$ cat src/rtl/mux8way_tdm_tx.sv
// Time-division multiplexed transmitter: serialises an 8-bit frame one slot at a time,
// slot index and bit presented for a downstream DMux8Way, each slot held HOLD cycles.
module mux8way_tdm_tx #(
   parameter int unsigned HOLD = 1
) (
   input  logic       clk_i,
   input  logic       rst_ni,
   input  logic       in_valid_i,
   input  logic [7:0] in_data_i,
   output logic       in_ready_o,
   input  logic       out_en_i,
   output logic       out_bit_o,
   output logic [2:0] out_sel_o,
   output logic       out_valid_o,
   output logic       out_first_o,
   output logic       out_last_o
);

   typedef enum logic {
      IDLE = 1'b0,
      SEND = 1'b1
   } state_e;

   localparam logic [3:0] HOLD_MAX = 4'(HOLD - 1);

   state_e     state_q, state_d;
   logic [2:0] sel_q, sel_d;
   logic [3:0] hold_q, hold_d;
   logic [7:0] frame_q, frame_d;
   logic       slot_end_s;
   logic       in_ready_s;
   logic       accept_s;

   // A slot only advances on an enabled cycle that completes its hold time.
   always_comb begin
      slot_end_s = (hold_q == HOLD_MAX) && out_en_i;
      if (state_q == IDLE) begin
         in_ready_s = 1'b1;
      end else begin
         in_ready_s = slot_end_s && (sel_q == 3'd7);
      end
      accept_s = in_valid_i && in_ready_s;
   end

   // Next-state logic; a frame accepted at the end of slot 7 restarts at slot 0 with no bubble.
   always_comb begin
      state_d = state_q;
      sel_d   = sel_q;
      hold_d  = hold_q;
      frame_d = frame_q;
      case (state_q)
         IDLE: begin
            if (accept_s) begin
               state_d = SEND;
               frame_d = in_data_i;
               sel_d   = 3'd0;
               hold_d  = 4'd0;
            end else begin
               state_d = IDLE;
            end
         end
         SEND: begin
            if (out_en_i) begin
               if (hold_q == HOLD_MAX) begin
                  hold_d = 4'd0;
                  if (sel_q == 3'd7) begin
                     sel_d = 3'd0;
                     if (accept_s) begin
                        frame_d = in_data_i;
                     end else begin
                        state_d = IDLE;
                     end
                  end else begin
                     sel_d = sel_q + 3'd1;
                  end
               end else begin
                  hold_d = hold_q + 4'd1;
               end
            end else begin
               hold_d = hold_q;
            end
         end
         default: begin
            state_d = IDLE;
            sel_d   = 3'd0;
            hold_d  = 4'd0;
         end
      endcase
   end

   // State registers with synchronous active-low reset.
   always_ff @(posedge clk_i) begin
      if (!rst_ni) begin
         state_q <= IDLE;
         sel_q   <= 3'd0;
         hold_q  <= 4'd0;
         frame_q <= 8'd0;
      end else begin
         state_q <= state_d;
         sel_q   <= sel_d;
         hold_q  <= hold_d;
         frame_q <= frame_d;
      end
   end

   // Line outputs are pure decodes of the state registers and are forced quiet in IDLE.
   always_comb begin
      in_ready_o  = in_ready_s;
      out_sel_o   = sel_q;
      out_valid_o = (state_q == SEND);
      if (state_q == SEND) begin
         out_bit_o   = frame_q[sel_q];
         out_first_o = (sel_q == 3'd0);
         out_last_o  = (sel_q == 3'd7);
      end else begin
         out_bit_o   = 1'b0;
         out_first_o = 1'b0;
         out_last_o  = 1'b0;
      end
   end

endmodule

$ cat config.mk
export PLATFORM = sky130hd
export DESIGN_NAME = mux8way_tdm_tx
export DESIGN_NICKNAME = d
export VERILOG_FILES = /design/src/rtl/mux8way_tdm_tx.sv
export SDC_FILE = /design/constraint.sdc
export NUM_CORES = 1
export LEC_CHECK = 0
export CAP_MARGIN = 20
export CORE_AREA = 2 2 51 44
export CTS_CLUSTER_SIZE = 10
export DETAILED_ROUTE_END_ITERATION = 8
export DIE_AREA = 0 0 53 46
export HOLD_SLACK_MARGIN = 0.05
export PLACE_DENSITY = 0.76
export SLEW_MARGIN = 20
export SYNTH_ARGS = -nofsm -noshare
export SYNTH_HDL_FRONTEND = slang
export SYNTH_SLANG_ARGS = --single-unit
$ cat constraint.sdc
create_clock -name clk_i -period 2 [get_ports clk_i]
set_clock_uncertainty 0.05 [all_clocks]
set_input_delay 0.5 -clock clk_i [delete_from_list [all_inputs] [get_ports clk_i]]
set_output_delay 0.5 -clock clk_i [all_outputs]
set_load 0.05 [all_outputs]
==> run metrics <==
outcome finished with violations; failing checks setup timing; worst skew pair latency between 0.2 and 0.3 ns; first-pass GRT wire length 3330 um; Leakage 0.533 nW; initial antenna violation count 0; clock root cell clkbuf_4; dpl cells 144; RSZ-0062 raised after global routing true; core area 1970 um2; Final Cycle Share 107%; die area 2440 um2; max cap viols 0; WHS Endpoint frame_q[5]$_SDFFE_PN0P_; TritonCTS Sinks 16; CP endpoint kind output pin; via count of the first global-routing pass 718; Port Buf Inserts 19; R2R depth 6; final worst setup slack -0.143 ns; critical path type flip-flop to output pin; Die X 53 um; ant diodes 0; Final ANT Viol Nets 0; Area Overhead vs Synth 47.5%; Worst Path Max Fanout 3; sequential area share after synthesis roughly 36%; DRT Wirelength 2030 um; Synth cell types 30; Post-Synthesis Cells 98; worst path arrival time 1.59 ns; count of standard-cell rows 15; Initial Util 44.6%; Non-Filler Instances 152; CTS tree built; NetSw 0.183 mW; worst hold path type flip-flop to flip-flop; H-tree Lvls 1; fin crit period 2.14 ns; vias after detailed routing between 700 and 800; clock power share 31.3%; logic gate share of total power 19.8%; Longest Clk Path Bufs 2; TritonRoute pass-1 iters 4; critical path data required time 1.45 ns; routability cong. ~0.76; r2r startpoint hold_q[1]$_SDFFE_PN0P_; # IOs 20; Seq pwr share 48.9%; pwr/cell area 536 nW/um2; syn avg cell area 8.98 um2; Slew HR 65.0%; FILL cells 174; CTS buffer count 3; hold slack approximately 0.42 ns; DRC violations left 0; Final setup violation count 3; Synthesized Nets approximately 120; measured slew at the worst slew-check pin ~0.53 ns; hold depth 2; Total GRT Usage 19.7%; register bit total from synthesis 16; Final Hold Fails 0; pin count of the biggest net entering global routing 25; biggest area consumer among synthesized cells dfxtp_1; Post-DP HPWL 1400 um; R2R setup slack 0.10 ns; most frequent cells in the layout nand2_1, buf_4, dfxtp_1, clkdlybuf4s50_1, mux2i_1; sw frac between 20% and 30%; share of the synthesized area in the top cell type between 30% and 40%; top post-synthesis cells by area dfxtp_1, mux2i_1, nand2_1; Max Freq 467 MHz; synthesized cell area 880 um2; Max Slew Vio Count 0; Via density 5.22; WL/cell 13.3 um; Die H 46 um; hold path start frame_q[5]$_SDFFE_PN0P_; Worst IR Drop VDD 0.332 mV; Internal Power 0.513 mW; footprint of the multi-input gates 566 um2; GRT overflow 0; Nets 145; DR iter-0 viols 11; FF+latch area roughly 330 um2; Worst-path clk slew 0.09 ns; share of layout cells above drive strength 1 34.6%; yosys warns 0; commonest non-fill, non-tap cell in the layout nand2_1; Worst Setup Start Kind flip-flop; Reg2Reg Capture Point frame_q[6]$_SDFFE_PN0P_
[cells in the mapped netlist, drive strengths merged]
cell type / count
nand2b: 1
mux4: 2
dfxtp: 16
or3: 2
nand2: 22
a21boi: 5
or2b: 1
nor3b: 1
inv: 7
o211ai: 3
and2: 1
a21oi: 2
nor2b: 1
buf: 3
or4: 2
nor2: 2
a32oi: 1
o21ai: 2
nand3: 1
clkbuf: 2
o21bai: 1
mux2i: 10
or3b: 1
nand4: 2
o31a: 1
and3b: 1
ha: 5
[layout make-up]
class	count	area share, %
inverters	7	2.03
clock buffers	4	2.80
repair buffers	30	23.9
multi-input cells	70	43.6
flip-flops and latches	16	25.3
well taps	25	2.41
[state kept, by name, summed over array words and instances (netlist names)]
register,flops
frame_q,8
out_valid_o,1
hold_q,4
out_sel_o,3
[through the flow]
step / setup WS (ns) / instance area [um2] / power, mW / utilization (%) / TNS [ns]
finish: -0.143 / 1300 / 0.696 / 65.8 / -0.278
global route: -0.202 / 1300 / 0.735 / 65.8 / -0.553
CTS: -0.155 / 1280 / 0.696 / 65.1 / -0.276
detailed placement: 0.000131 / 1170 / 0.479 / 59.4 / 0
global placement: 0.0319 / 1170 / 0.475 / 59.4 / 0
floorplan: -0.0605 / 897 / 0.417 / - / -0.109
[cells by family (layout without fill, tap and decap cells)]
logic type      count (synthesis)  count (layout)  synth area share [%]
simple gates                   38              38                  21.5
flops                          16              16                  36.4
compound gates                 15              15                  11.9
mux                            12              12                  16.5
buf+inv                        12              41                  6.54
fa+ha+maj                       5               5                  7.11
[critical path, cell delays in order (launching register included)]
cell,delay [ns]
dfxtp_4,0.39
mux4_2,0.54
mux2i_4,0.18
nor2_4,0.05
buf_6,0.14
[power groups by stage]
stage / Sequential (mW) / Combinational [mW] / Clock, mW
final: 0.341 / 0.138 / 0.218
after global routing: 0.342 / 0.147 / 0.245
after CTS: 0.340 / 0.135 / 0.222
after detailed placement: 0.348 / 0.131 / 0
after global placement: 0.347 / 0.128 / 0
after floorplan: 0.351 / 0.0664 / 0
[per-layer routing]
layer | global-route usage, % | vias up | wire [um]
met5 | 0 | - | 0
met4 | 9.74 | 0 | 35
met3 | 5.59 | 5 | 95
met2 | 32.8 | 18 | 1050
met1 | 23.2 | 370 | 846
li1 | - | 401 | -
[repair_timing]
action,CTS,global route
hold buffers,0,0
pin swaps,2,3
setup endpoints to repair,3,4
gates resized for setup,16,3
setup buffers,4,0
[how the worst max path moves through the flow]
| stage | start | end | slack [ns] | cells after the start |
|---|---|---|---|---|
| CTS | out_sel_o[0]$_SDFFE_PN0P_ | out_bit_o | -0.16 | 4 |
| floorplan | out_valid_o$_SDFF_PN0_ | out_first_o | -0.06 | 3 |
| detailed placement | in_valid_i | frame_q[6]$_SDFFE_PN0P_ | 0.0001 | 4 |
| finish | out_sel_o[0]$_SDFFE_PN0P_ | out_bit_o | -0.14 | 4 |
| global route | out_sel_o[0]$_SDFFE_PN0P_ | out_bit_o | -0.20 | 4 |
| global placement | out_en_i | in_ready_o | 0.03 | 4 |
Power figures use the tool's default switching activity.
